### src/rtl/vnu_sched_if.sv
// vnu_sched_if: groups the scheduler's start/status, RAM read, write-back and
// decision signals.
//   master: scheduler side (drives busy/done/rd_*/q_we/q_waddr/q_wdata/dec_vec)
//   slave : environment side (drives start, RAM read data, q_ready)
interface vnu_sched_if #(
  parameter int data_w = 8,
  parameter int D      = 12,
  parameter int N      = 6,
  parameter int ext_w  = 3
);
  localparam int sum_w  = data_w + ext_w;
  localparam int addr_w = (N > 1) ? $clog2(N) : 1;

  logic                    start;
  logic                    busy;
  logic                    done;
  logic                    rd_en;
  logic [addr_w-1:0]       rd_addr;
  logic [data_w-1:0]       l_rdata;
  logic [data_w*D-1:0]     r_rdata;
  logic                    q_we;
  logic                    q_ready;
  logic [addr_w-1:0]       q_waddr;
  logic [sum_w*D-1:0]      q_wdata;
  logic [N-1:0]            dec_vec;

  modport master (
    input  start, l_rdata, r_rdata, q_ready,
    output busy, done, rd_en, rd_addr, q_we, q_waddr, q_wdata, dec_vec
  );

  modport slave (
    output start, l_rdata, r_rdata, q_ready,
    input  busy, done, rd_en, rd_addr, q_we, q_waddr, q_wdata, dec_vec
  );
endinterface

### src/rtl/vnu_sched.sv
// vnu_sched: time-multiplexes one combinational VNU over N columns per run.
// Latency: column k issued at cycle k+1 after start, written at k+3; done at N+3 unstalled.
// Backpressure: q_we && !q_ready freezes S2, S1 and the issue counter (RAM output held).
// Ports: clk, rst (sync, active-high), bus (vnu_sched_if.master).
// Optional feature: define VNU_SCHED_SAT_EN to clamp each q field to the
// symmetric data_w range before registering it.
module vnu_sched #(
  parameter int data_w = 8,
  parameter int D      = 12,
  parameter int N      = 6,
  parameter int ext_w  = 3
) (
  input  logic          clk,
  input  logic          rst,
  vnu_sched_if.master   bus
);
  localparam int sum_w  = data_w + ext_w;
  localparam int addr_w = (N > 1) ? $clog2(N) : 1;

  localparam logic [1:0] ST_IDLE  = 2'd0;
  localparam logic [1:0] ST_RUN   = 2'd1;
  localparam logic [1:0] ST_DRAIN = 2'd2;
  localparam logic [1:0] ST_DONE  = 2'd3;

  localparam logic [addr_w-1:0] LAST_COL = addr_w'(N - 1);

`ifdef VNU_SCHED_SAT_EN
  localparam logic signed [sum_w-1:0] QMAX = sum_w'((2 ** (data_w - 1)) - 1);
  localparam logic signed [sum_w-1:0] QMIN = -QMAX;
`endif

  logic [1:0]          state_q, state_d;
  logic [addr_w-1:0]   cnt_q, cnt_d;
  logic                s1_vld_q, s1_vld_d;
  logic [addr_w-1:0]   s1_addr_q, s1_addr_d;
  logic                q_we_q, q_we_d;
  logic [addr_w-1:0]   q_waddr_q, q_waddr_d;
  logic [sum_w*D-1:0]  q_wdata_q, q_wdata_d;
  logic                dec_q, dec_d;
  logic [N-1:0]        dec_vec_q, dec_vec_d;

  logic stall, issue, accept;

  // Shared VNU datapath, fed directly from the RAM output (S1).
  logic [sum_w-1:0]    s_c;
  logic [sum_w-1:0]    q_i;
  logic [sum_w*D-1:0]  q_c;

  function automatic logic [sum_w-1:0] sext(input logic [data_w-1:0] x);
    return {{ext_w{x[data_w-1]}}, x};
  endfunction

  always_comb begin
    s_c = sext(bus.l_rdata);
    q_i = '0;
    q_c = '0;
    for (int i = 0; i < D; i++) begin
      s_c = s_c + sext(bus.r_rdata[i*data_w +: data_w]);
    end
    for (int i = 0; i < D; i++) begin
      q_i = s_c - sext(bus.r_rdata[i*data_w +: data_w]);
`ifdef VNU_SCHED_SAT_EN
      if ($signed(q_i) > QMAX) begin
        q_i = QMAX;
      end else if ($signed(q_i) < QMIN) begin
        q_i = QMIN;
      end
`endif
      q_c[i*sum_w +: sum_w] = q_i;
    end
  end

  always_comb begin
    stall  = q_we_q && !bus.q_ready;
    accept = q_we_q && bus.q_ready;
    issue  = (state_q == ST_RUN) && !stall;

    state_d   = state_q;
    cnt_d     = cnt_q;
    s1_vld_d  = s1_vld_q;
    s1_addr_d = s1_addr_q;
    q_we_d    = q_we_q;
    q_waddr_d = q_waddr_q;
    q_wdata_d = q_wdata_q;
    dec_d     = dec_q;
    dec_vec_d = dec_vec_q;

    case (state_q)
      ST_IDLE: begin
        if (bus.start) begin
          state_d   = ST_RUN;
          cnt_d     = '0;
          dec_vec_d = '0;
        end
      end
      ST_RUN: begin
        if (issue) begin
          if (cnt_q == LAST_COL) begin
            state_d = ST_DRAIN;
            cnt_d   = '0;
          end else begin
            cnt_d = cnt_q + 1'b1;
          end
        end
      end
      ST_DRAIN: begin
        // Leave once S1 is empty and S2 is empty or retiring this cycle.
        if (!s1_vld_q && (!q_we_q || bus.q_ready)) begin
          state_d = ST_DONE;
        end
      end
      ST_DONE: state_d = ST_IDLE;
      default: state_d = ST_IDLE;
    endcase

    // S1 tracks the RAM read; during a stall rd_en is low so the RAM output,
    // and therefore S1, stays valid.
    if (!stall) begin
      s1_vld_d  = issue;
      s1_addr_d = cnt_q;
      q_we_d    = s1_vld_q;
      if (s1_vld_q) begin
        q_waddr_d = s1_addr_q;
        q_wdata_d = q_c;
        dec_d     = s_c[sum_w-1];
      end
    end

    if (accept) begin
      for (int k = 0; k < N; k++) begin
        if (q_waddr_q == addr_w'(k)) begin
          dec_vec_d[k] = dec_q;
        end
      end
    end
  end

  always_ff @(posedge clk) begin
    if (rst) begin
      state_q   <= ST_IDLE;
      cnt_q     <= '0;
      s1_vld_q  <= 1'b0;
      s1_addr_q <= '0;
      q_we_q    <= 1'b0;
      q_waddr_q <= '0;
      q_wdata_q <= '0;
      dec_q     <= 1'b0;
      dec_vec_q <= '0;
    end else begin
      state_q   <= state_d;
      cnt_q     <= cnt_d;
      s1_vld_q  <= s1_vld_d;
      s1_addr_q <= s1_addr_d;
      q_we_q    <= q_we_d;
      q_waddr_q <= q_waddr_d;
      q_wdata_q <= q_wdata_d;
      dec_q     <= dec_d;
      dec_vec_q <= dec_vec_d;
    end
  end

  assign bus.busy    = (state_q != ST_IDLE);
  assign bus.done    = (state_q == ST_DONE);
  assign bus.rd_en   = issue;
  assign bus.rd_addr = cnt_q;
  assign bus.q_we    = q_we_q;
  assign bus.q_waddr = q_waddr_q;
  assign bus.q_wdata = q_wdata_q;
  assign bus.dec_vec = dec_vec_q;
endmodule

### src/flat_wrapper.sv
// flat-port wrapper written by rule: the top's interface ports become plain ports
module vnu_sched_flat 
#(
  parameter int data_w = 8,
  parameter int D      = 12,
  parameter int N      = 6,
  parameter int ext_w  = 3
)
  (clk, rst, bus_start, bus_l_rdata, bus_r_rdata, bus_q_ready, bus_busy, bus_done, bus_rd_en, bus_rd_addr, bus_q_we, bus_q_waddr, bus_q_wdata, bus_dec_vec);
  vnu_sched_if #(.data_w(data_w), .D(D), .N(N), .ext_w(ext_w)) bus_i ();
  input  logic clk;
  input  logic rst;
  input wire logic [$bits(bus_i.start)-1:0] bus_start;
  input wire logic [$bits(bus_i.l_rdata)-1:0] bus_l_rdata;
  input wire logic [$bits(bus_i.r_rdata)-1:0] bus_r_rdata;
  input wire logic [$bits(bus_i.q_ready)-1:0] bus_q_ready;
  output wire logic [$bits(bus_i.busy)-1:0] bus_busy;
  output wire logic [$bits(bus_i.done)-1:0] bus_done;
  output wire logic [$bits(bus_i.rd_en)-1:0] bus_rd_en;
  output wire logic [$bits(bus_i.rd_addr)-1:0] bus_rd_addr;
  output wire logic [$bits(bus_i.q_we)-1:0] bus_q_we;
  output wire logic [$bits(bus_i.q_waddr)-1:0] bus_q_waddr;
  output wire logic [$bits(bus_i.q_wdata)-1:0] bus_q_wdata;
  output wire logic [$bits(bus_i.dec_vec)-1:0] bus_dec_vec;
  assign bus_i.start = bus_start;
  assign bus_i.l_rdata = bus_l_rdata;
  assign bus_i.r_rdata = bus_r_rdata;
  assign bus_i.q_ready = bus_q_ready;
  assign bus_busy = bus_i.busy;
  assign bus_done = bus_i.done;
  assign bus_rd_en = bus_i.rd_en;
  assign bus_rd_addr = bus_i.rd_addr;
  assign bus_q_we = bus_i.q_we;
  assign bus_q_waddr = bus_i.q_waddr;
  assign bus_q_wdata = bus_i.q_wdata;
  assign bus_dec_vec = bus_i.dec_vec;
  vnu_sched #(.data_w(data_w), .D(D), .N(N), .ext_w(ext_w)) u_core (.clk(clk), .rst(rst), .bus(bus_i));
endmodule
### config.mk
export PLATFORM = sky130hd
export DESIGN_NAME = vnu_sched_flat
export DESIGN_NICKNAME = d
export VERILOG_FILES = /design/src/rtl/vnu_sched_if.sv /design/src/rtl/vnu_sched.sv /design/src/flat_wrapper.sv
export SDC_FILE = /design/constraint.sdc
export NUM_CORES = 1
export LEC_CHECK = 0
export CORE_UTILIZATION = 35
export DETAILED_ROUTE_END_ITERATION = 10
export PLACE_DENSITY = 0.67
export RECOVER_POWER = 50
export SKIP_CTS_REPAIR_TIMING = 1
export SLEW_MARGIN = 15
export SYNTH_ARGS = -nofsm -noshare
export SYNTH_HDL_FRONTEND = slang
export SYNTH_SLANG_ARGS = --single-unit
### constraint.sdc
create_clock -name clk -period 7.6 [get_ports clk]
set_input_delay 1.9 -clock clk [delete_from_list [all_inputs] [get_ports clk]]
set_output_delay 1.9 -clock clk [all_outputs]
set_load 0.02 [all_outputs]
==> results.cfg, run 1 <==
[detailed_routing]
drt_iter0_markers = 610
drt_first_pass_iters = 6
avgRoutedWirePerCell_um = 18.2
wl_um = 49100
drcViolationCount = 0
via_per_inst = 4.99
vias = 13500
drtAntennaViolNets = 0

[yosys]
ys_types = 66
synthesis.instances = 1617
yosysMostFrequentCell = inv_1
synthTopCellsByCount = inv_1, nand2_1, dfxtp_1
synth-edff-count = 0
synth_seq_cells = 152
async_reset_ff_share_pct = 0
yosys_warnings = 0
synth_nets = 1967
synth_top_area_cell = dfxtp_1
synth_area_per_cell_um2 = 8.25
ys.flop_type = dfxtp_1
synthDominantCellAreaShare_pct = 22.8
yosysSeqAreaShare_pct = 22.8
synth_area_leaders = dfxtp_1, fa_1, ha_1
netlist_area_um2 = 13300

[setup_path]
crit_buf_inv = 8
crit_path_max_fanout = 8
end_kind = register
cpMaxStageDelayCell = fa_2
crit_family = adder cells
critPathArrivalTime_ns = 7.94
start_kind = input port
slowest_delay_ns = 0.59
worstSetupPathType = in -> reg
crit_required_ns = 7.96

[sta]
setup_violations = 0
final_hold_viol_count = 0
finalWorstSetupSlack_ns = 0.0239
slew_violations = 0
max_freq_ghz = 0.132
fin_crit_sh_pct = 99.7
grt_setup_unrepaired = true
fin_crit_ns = 7.58
tightest_slew_ns = 1.02
slew_headroom_pct = 31.9
fin_skew_ns = 0.0232

[floorplan]
die_y_um = 197
ios = 256
rows = 71
chipWidth_um = 197
fp.coreArea_um2 = 37600
initial_core_util_pct = 35.5
dieArea_um2 = 38900

[global_routing]
grt_pass1_vias = 13600
grt_antenna_before_repair = 3
grt_max_degree = 88
gr-total-overflow = 0
grt_usage_pct = 25.2
grt_pass1_wl_um = 74200

[clocking]
worstSkewPairLatency_ns = 0.47
cts_sinks = 152
clock-root-buffer = clkbuf_16
cts_tree = done
clkTransAtPathRegs_ns = 0.07
htreeDepth = 4
clock_path_buffers = 2
cts_buffers = 17

[placement]
portBuffers = 255
dp_slack_ns = -1.07
routabilityCongestion = 0.908
dp_hpwl_um = 39400

[hold_path]
min_path_type = reg -> reg

[final_layout]
area_growth_pct = 52.9
fill_cells = 3432
layout-drive-gt1-share_pct = 22.9
nNetsFinal = 2525

[run]
drv_cap = 0

[run_status]
status = complete, no violations
worst min-delay path: cells and delay by family (launching register included):
family,cells,cell delay [ns]
AO/OA/AOI/OAI,1,0.05
flip-flops,1,0.31
AND/OR/NAND/NOR,1,0.05
flip-flops by register name (all words and copies together), names as in the netlist:
| register | flops |
|---|---|
| u_core.s1_vld_q | 1 |
| u_core.dec_q | 1 |
| u_core.bus.dec_vec | 6 |
| u_core.s1_addr_q | 3 |
| u_core.bus.q_wdata | 132 |
| u_core.bus.q_we | 1 |
| u_core.bus.rd_addr | 3 |
| u_core.state_q | 2 |
| u_core.bus.q_waddr | 3 |
cell families after synthesis:
group	Yosys count	share of synthesized area, %
DFF	152	22.8
adders and majority gates	242	28.2
buffers and inverters	281	8.06
and+or+nand+nor	418	14.1
xor gates and xnor gates	96	6.36
AOI/OAI and AO/OA	419	19.8
muxes	9	0.685
metal layers:
layer	vias up	share of wire, %	global-route usage (%)
met3	93	5.5	4.85
met5	-	0.018	0
met4	2	4.0	11.2
met2	401	46	40.6
li1	6585	-	-
met1	6391	44	32.6
stage by stage:
stage | area (µm²) | TNS [ns] | hold slack (ns) | std cells | utilization (%)
after global placement | 18800 | -45.88 | 0.437 | 2644 | 50.0
after detailed placement | 18800 | -53.34 | 0.442 | 2644 | 50.0
after CTS | 19300 | -19.12 | 0.453 | 2675 | 51.5
after floorplan | 13400 | -0.0863 | 0.432 | 1617 | -
final | 20400 | 0 | 0.448 | 2700 | 54.3
after global routing | 20400 | -1.04 | 0.464 | 2699 | 54.3
cell type report:
| class | instances | area, µm² | share of cell area (%) |
|---|---|---|---|
| Antenna cell | 2 | 5.00 | 0.0245 |
| Clock inverter | 14 | 140 | 0.687 |
| Clock buffer | 17 | 425 | 2.09 |
| Inverter | 235 | 882 | 4.33 |
| Tap cell | 511 | 639 | 3.14 |
| Timing Repair Buffer | 585 | 5190 | 25.5 |
| Multi-Input combinational cell | 1184 | 10100 | 49.4 |
| Sequential cell | 152 | 3040 | 14.9 |
placed cells by master (no fill, tap or decap), drive strengths merged, types with 58 or more instances in the layout:
| master | synthesis | layout |
|---|---|---|
| xnor2 | 73 | 73 |
| inv | 235 | 240 |
| a21oi | 131 | 131 |
| dlygate4sd3 | 0 | 127 |
| buf | 9 | 333 |
| dfxtp | 152 | 152 |
| fa | 97 | 97 |
| clkdlybuf4s50 | 0 | 107 |
| ha | 145 | 145 |
| nand2 | 162 | 162 |
| a211oi | 58 | 58 |
| nor2 | 121 | 121 |
| o21ai | 119 | 119 |
path summary, 6_finish.rpt:
kind	start	end	slack, ns	cells after the start
max reg2reg	u_core.bus.q_we	u_core.bus.q_wdata[108]	5.12	5
max	bus_r_rdata[0]	u_core.bus.q_wdata[8]	0.02	28
min reg2reg	u_core.bus.q_wdata[80]	u_core.bus.q_wdata[80]	0.45	2
min	u_core.bus.q_wdata[80]	u_core.bus.q_wdata[80]	0.45	2
Power of run 1 is not shown: default switching activity piles up to over one toggle a cycle in this logic, so the estimate is an artifact.
==> run 2: changes to the inputs <==
PLACE_DENSITY = 0.65   (was 0.67)
clock period = 7.39 ns   (was 7.6 ns; I/O delays follow)
==> run 2 against run 1 <==
Against the previous run:
- the flow now finishes with violations (capacitance limit, slew limit)
- worst setup slack improved by 0.024 ns
- clock skew fell by 0.014 ns
- global-route usage fell by 0.62 points
- die area did not move
- first-iteration DRC count rose by 25%
==> results.cfg, run 2 (same netlist as run 1, synthesis figures left out) <==
[placement]
dp_slack_ns = -1.04
portBuffers = 255
dp_hpwl_um = 37500
routabilityCongestion = 0.931

[clocking]
cts_tree = done
worstSkewPairLatency_ns = 0.46
clock-root-buffer = clkbuf_16
cts_sinks = 152
clkTransAtPathRegs_ns = 0.07
htreeDepth = 4
clock_path_buffers = 2
cts_buffers = 17

[floorplan]
ios = 256
rows = 71
chipWidth_um = 197
initial_core_util_pct = 35.5
dieArea_um2 = 38900
fp.coreArea_um2 = 37600
die_y_um = 197

[sta]
grt_setup_unrepaired = true
tightest_slew_ns = 3.07
slew_violations = 66
fin_skew_ns = 0.00955
slew_headroom_pct = -104
fin_crit_sh_pct = 99.4
setup_violations = 0
final_hold_viol_count = 0
finalWorstSetupSlack_ns = 0.0480
fin_crit_ns = 7.34
max_freq_ghz = 0.136

[final_layout]
mostFrequentLayoutCells = buf_4, inv_1, nand2_1, dfxtp_1, dlygate4sd3_1
final_common_cell = buf_4
fill_cells = 3435
area_growth_pct = 53.8
layout-drive-gt1-share_pct = 24.1
diodes = 0
largest_register_ffs = 132
nNetsFinal = 2511

[setup_path]
slowest_delay_ns = 0.52
r2r-start = u_core.bus.q_we
crit_required_ns = 7.70
cpMaxStageDelayCell = fa_1
worstSetupPathType = in -> reg
crit_family = adder cells
rr_worst_depth = 5
critPathArrivalTime_ns = 7.65
reg2reg_to = u_core.bus.q_wdata[108]
end_kind = register
r2r_slack_ns = 4.86
crit_path_frequent_cell = fa_1
crit_path_max_fanout = 6
crit_buf_inv = 7
start_kind = input port

[detailed_routing]
via_per_inst = 4.97
drt_iter0_markers = 760
drt_first_pass_iters = 5
vias = 13300
drcViolationCount = 0
wl_um = 48200
avgRoutedWirePerCell_um = 18.0
drtAntennaViolNets = 0

[global_routing]
grt_pass1_vias = 13200
grt_antenna_before_repair = 0
grt_pass1_wl_um = 72900
gr-total-overflow = 0
grt_max_degree = 93
grt_usage_pct = 24.5

[run_status]
status = finished, violations left
violations = capacitance limit, slew limit

[hold_path]
min_path_cells = 2
min_path_type = reg -> reg
hold-path-endpoint = u_core.bus.q_wdata[5]
min-delay-start = u_core.bus.q_wdata[5]

[run]
drv_cap = 1
[run 2: changes by cell type in the layout (fill, tap and decap cells not counted), sizes merged]
cell	previous run	this run
dlymetal6s2s	18	38
clkdlybuf4s50	107	91
buf	333	318
dlygate4sd3	127	122
bufinv	0	3
clkinv	7	4
clkbuf	17	19
diode	2	0
clkinvlp	2	3
[run 2: layout make-up]
type	instances	area [µm²]	share of cell area [%]
clock buffers	17	425	2.07
clock inverters	15	193	0.939
inverters	235	882	4.30
multi-input cells	1184	10200	49.7
flip-flops and latches	152	3040	14.8
well taps	511	639	3.12
repair buffers	571	5130	25.0
[run 2: how the worst max path moves through the flow]
stage,startpoint,endpoint,slack (ns),cells past startpoint
after detailed placement,bus_r_rdata[0],u_core.bus.q_wdata[131],-1.04,30
after CTS,bus_r_rdata[0],u_core.bus.q_wdata[131],-0.59,30
final,bus_r_rdata[0],u_core.bus.q_wdata[76],0.05,29
after floorplan,bus_r_rdata[0],u_core.bus.q_wdata[131],-0.05,27
after global routing,bus_r_rdata[0],u_core.bus.q_wdata[98],-0.25,30
after global placement,bus_r_rdata[1],u_core.bus.q_wdata[87],-0.89,25
[run 2: per-layer routing]
metal,vias up,share of wire (%),global-route usage (%)
met5,-,0,0
met4,0,2.4,7.06
met3,62,4.5,3.55
met2,362,47,40.9
met1,6383,46,32.8
li1,6538,-,-
[run 2: worst reg2reg max path, stage by stage, from the launching register on]
cell and delay (ns):
dfxtp_1 0.35, nand2b_1 0.25, and2_4 0.42, nand2_2 0.62
or3_1 0.58, o311ai_1 0.24
[run 2: stage by stage]
step | std cells | utilization, % | setup TNS [ns] | hold WS, ns | area [µm²]
final | 2685 | 54.6 | 0 | 0.447 | 20500
after global routing | 2685 | 54.6 | -2.94 | 0.461 | 20500
after CTS | 2654 | 51.9 | -20.49 | 0.453 | 19500
after detailed placement | 2622 | 50.2 | -55.29 | 0.442 | 18900
after global placement | 2622 | 50.2 | -47.07 | 0.443 | 18900
after floorplan | 1617 | - | -0.289 | 0.432 | 13700
Power of run 2 is left out for the same reason.
==> variant 1: new RTL, config.mk and constraints of run 1 <==
`D` is set to 12 in 3 places; all go to 18.
--- a/src/rtl/vnu_sched_if.sv
+++ b/src/rtl/vnu_sched_if.sv
@@ -4,7 +4,7 @@
 //   slave : environment side (drives start, RAM read data, q_ready)
 interface vnu_sched_if #(
   parameter int data_w = 8,
-  parameter int D      = 12,
+  parameter int D      = 18,
   parameter int N      = 6,
   parameter int ext_w  = 3
 );
--- a/src/rtl/vnu_sched.sv
+++ b/src/rtl/vnu_sched.sv
@@ -6,7 +6,7 @@
 // symmetric data_w range before registering it.
 module vnu_sched #(
   parameter int data_w = 8,
-  parameter int D      = 12,
+  parameter int D      = 18,
   parameter int N      = 6,
   parameter int ext_w  = 3
 ) (
--- a/src/flat_wrapper.sv
+++ b/src/flat_wrapper.sv
@@ -2,7 +2,7 @@
 module vnu_sched_flat 
 #(
   parameter int data_w = 8,
-  parameter int D      = 12,
+  parameter int D      = 18,
   parameter int N      = 6,
   parameter int ext_w  = 3
 )
Interface: changed (resized bus_q_wdata and bus_r_rdata); port bits go from 256 to 370. No check against the original RTL was run, so the function may have changed too.
==> variant 1 against run 1 <==
- sequential cell count rose by 66
- the run now ends with DRC, capacitance limit, slew limit, setup timing left
- wire length rose by 62%
- worst setup slack got worse by 0.46 ns
- highest routed layer unchanged
- synthesized area rose by 49%
- utilization rose by 2.4 points
- global-route usage rose by 0.55 points
- cell area rose by 56%
Power is not shown: default switching activity piles up to over one toggle a cycle in this logic, so the estimate is an artifact.
==> variant 1: results (changes against run 1) <==
outcome finished, violations left (was finished clean); failing checks DRC, capacitance limit, slew limit, setup timing; total CTS buffers 29 (was 17); number of non-clock inverters 346 (was 235); Vias 20,322 (was 13,472); dpl cells 3,888 (was 2,644); gpl congestion 0.9145 (was 0.9079); Worst Path Arrival 8.58 ns (was 7.94 ns); global-route wire length before repair 113,100 um (was 74,160 um); final setup fails 61 (was 0); multi-input combinational area share 50.45% (was 49.36%); multi-input gates 1,719 (was 1,184); final net count 3,725 (was 2,525); Adder-Cell Fraction of Synth Area 28.35% (was 28.17%); reg2reg end u_core.bus.q_wdata[180] (was u_core.bus.q_wdata[108]); DR pass1 iterations 8 (was 6); Synth top cells by count inv_1, nand2_1, dfxtp_1 (unchanged); Synth Register Bits 218 (was 152); share of cells above drive strength 1 28.59% (was 22.86%); non-clk buf share 25.70% (was 25.46%); PortBufs 369 (was 255); Setup WS pre-CTS -1.758 ns (was -1.065 ns); Synth cell types 47 (was 66); sequential area share after synthesis 21.91% (was 22.82%); Clock buffer cells 35 (was 17); Worst Setup EP u_core.bus.q_wdata[21] (was u_core.bus.q_wdata[8]); cells after synthesis 2,368 (was 1,617); clk buf depth 3 (was 2); mux cell area share after synthesis 0.2010% (was 0.6850%); vias in the first global route 19,536 (was 13,588); r2r setup slk 5.00 ns (was 5.12 ns); drc violations 2 (was 0); Final Skew 0.02709 ns (was 0.02316 ns); synth warn 0 (unchanged); Slew Viols, Final 227 (was 0); CTS H-Tree Depth 1 (was 4); initial DRC count 1,014 (was 610); initial antenna violation count 2 (was 3); GRT Util Overall 25.71% (was 25.16%); Syn Nets 2,884 (was 1,967); hpwl dp 60,770 um (was 39,370 um); setup ws final -0.4365 ns (was 0.02385 ns); Compound-Gate Fraction of Synth Area 18.49% (was 19.80%); Register Area 0.004364 mm2 (was 0.003043 mm2); Synth Area in XOR/XNOR 7.702% (was 6.362%); CP startpoint bus_r_rdata[60] (was bus_r_rdata[0]); slew margin rel. -142.4% (was 31.93%); # diodes 0 (was 2); slowest CP cell clkdlybuf4s50_1 (was fa_2); max-cap viol count 2 (was 0); DP Area 0.02824 mm2 (was 0.01877 mm2); Fill cells 5,007 (was 3,432)
[variant 1: cell count changes after synthesis, moves of 44 or more]
cell      change
inv_1       +111
a21o_1       +44
nand2_1      +60
dfxtp_1      +66
fa_1         +55
a21oi_1      +67
ha_1         +63
clkbuf_1     +44
nand3_1      +67
[variant 1: per-stage QoR]
stage               utilization [%]  setup TNS, ns
global route                  56.62         -25.37
floorplan                         -         -13.56
detailed placement            50.17        -149.10
finish                        56.62         -11.21
global placement              50.17        -135.43
CTS                           51.93         -69.88
[variant 1: worst min path at each step]
stage | startpoint | end | slack [ns] | cells past startpoint
after floorplan | u_core.s1_addr_q[0] | u_core.bus.q_waddr[0] | 0.43 | 2
after global placement | u_core.bus.q_wdata[184] | u_core.bus.q_wdata[184] | 0.44 | 2
after detailed placement | u_core.bus.q_wdata[8] | u_core.bus.q_wdata[8] | 0.44 | 2
after CTS | u_core.bus.q_wdata[8] | u_core.bus.q_wdata[8] | 0.45 | 2
after global routing | u_core.bus.q_wdata[71] | u_core.bus.q_wdata[71] | 0.47 | 2
final | u_core.bus.q_wdata[28] | u_core.bus.q_wdata[28] | 0.45 | 2
[variant 1: kinds of logic after synthesis]
kind of cell	Yosys count
AND/OR/NAND/NOR	624
AO/OA/AOI/OAI	585
buffers and inverters	431
adder cells (fa/ha/maj)	360
flip-flops	218
XOR/XNOR	146
multiplexers	4
[variant 1: metal layers]
layer | vias to the layer above | track usage, % | wire (um)
met4 | 4 | 8.107 | 2653
met5 | - | 0 | 31
li1 | 9728 | - | -
met2 | 527 | 40.44 | 36620
met1 | 9925 | 36.21 | 35700
met3 | 138 | 3.626 | 4470
[variant 1: tightest hold or removal path, cell delays in order, from the launching register on]
cell	delay, ns
dfxtp_1	0.31
nand2_1	0.05
a21oi_1	0.05
==> variant 2: new RTL, flow settings as in run 1 <==
Made on the original files. Reset style: asynchronous (`rst`), changed in one clocked block.
--- a/src/rtl/vnu_sched.sv
+++ b/src/rtl/vnu_sched.sv
@@ -135,7 +135,7 @@
     end
   end
 
-  always_ff @(posedge clk) begin
+  always_ff @(posedge clk or posedge rst) begin
     if (rst) begin
       state_q   <= ST_IDLE;
       cnt_q     <= '0;
Check against the original RTL: differs if rst is asserted again (counterexample within 4 cycles, from zero or initial values and one cycle with rst high); with rst held inactive, the same outputs for 4 cycles.
==> variant 2 against run 1 <==
- the run now ends with capacitance limit, slew limit, setup timing left
- utilization down 1.6 points
- global-route usage shrank 3.3 points
- critical path depth unchanged
- clock skew shrank 0.012 ns
- cell count fell by 7.5%
- first-iteration DRC count shrank 28%
- via count is 11% lower
- cell area fell by 2.0%
- sequential cell count stayed put
- wire length decreased by 12%
- synthesized area rose by 1.9%
- worst setup slack worse by 0.061 ns
- critical path type unchanged
- critical endpoint is now u_core.bus.q_wdata[42]
- largest cell class unchanged
Power is not shown: default switching activity piles up to over one toggle a cycle in this logic, so the estimate is an artifact.
==> variant 2: results (changes against run 1) <==
outcome finished, violations left (was finished clean); failing checks capacitance limit, slew limit, setup timing; Compound-Gate Fraction of Synth Area 15.26% (was 19.80%); Setup WS pre-CTS -0.8886 ns (was -1.065 ns); hpwl dp 34,560 um (was 39,370 um); Synth Flop Type dfrtp_1 (was dfxtp_1); Slew Viols, Final 157 (was 0); Hold WS 0.4699 ns (was 0.4476 ns); global-route wire length before repair 65,010 um (was 74,160 um); Register Area 0.003804 mm2 (was 0.003043 mm2); Fill cells 3,478 (was 3,432); Adder-Cell Fraction of Synth Area 27.66% (was 28.17%); non-clk buf share 23.44% (was 25.46%); cells after synthesis 1,472 (was 1,617); worst r2r path cells 4 (was 5); GRT Util Overall 21.88% (was 25.16%); mux cell area share after synthesis 3.049% (was 0.6850%); multi-input gates 1,065 (was 1,184); Non-CTS buffers 512 (was 585); Clock buffer cells 20 (was 17); Worst Setup EP u_core.bus.q_wdata[42] (was u_core.bus.q_wdata[8]); Syn Nets 1,822 (was 1,967); share of cells above drive strength 1 20.68% (was 22.86%); Slew @ Worst Pin 3.383 ns (was 1.019 ns); Synth cell types 49 (was 66); max-cap viol count 3 (was 0); drt total wl 43,290 um (was 49,100 um); DP Area 0.01870 mm2 (was 0.01877 mm2); Vias 11,987 (was 13,472); reg2reg end u_core.bus.q_wdata[34] (was u_core.bus.q_wdata[108]); DR pass1 iterations 4 (was 6); gpl congestion 0.8517 (was 0.9079); final setup fails 4 (was 0); top cells by area, synth dfrtp_1, fa_1, ha_1 (was dfxtp_1, fa_1, ha_1); setup ws final -0.03716 ns (was 0.02385 ns); final net count 2,324 (was 2,525)
## variant 2: cell types whose count changed in the layout (fill, tap and decap cells not counted), moves of 68 or more
cell / delta
dfrtp_1: +152
dfxtp_1: -152
dlygate4sd3_1: -78
buf_4: -77
clkdlybuf4s50_1: +77
a21oi_1: -73
nor2_1: -68
## variant 2: cell families after synthesis
group                      after synthesis
AOI/OAI and AO/OA                      344
xor gates and xnor gates               130
adders and majority gates              242
buffers and inverters                  255
DFF                                    152
muxes                                   38
and+or+nand+nor                        311
## variant 2: per-stage QoR
| stage | TNS, ns | util, % |
|---|---|---|
| 3_5_place_dp | -36.72 | 49.31 |
| 5_1_grt | -4.323 | 52.67 |
| 4_1_cts | -10.56 | 51.01 |
| 3_3_place_gp | -29.54 | 49.31 |
| 6_report | -0.07487 | 52.67 |
| 2_1_floorplan | 0 | - |
## variant 2: per-layer routing
layer	GRT usage, %	wire length [um]
met2	36.34	20620
met3	3.967	2077
met1	28.27	19340
met4	8.148	1258
met5	0	0
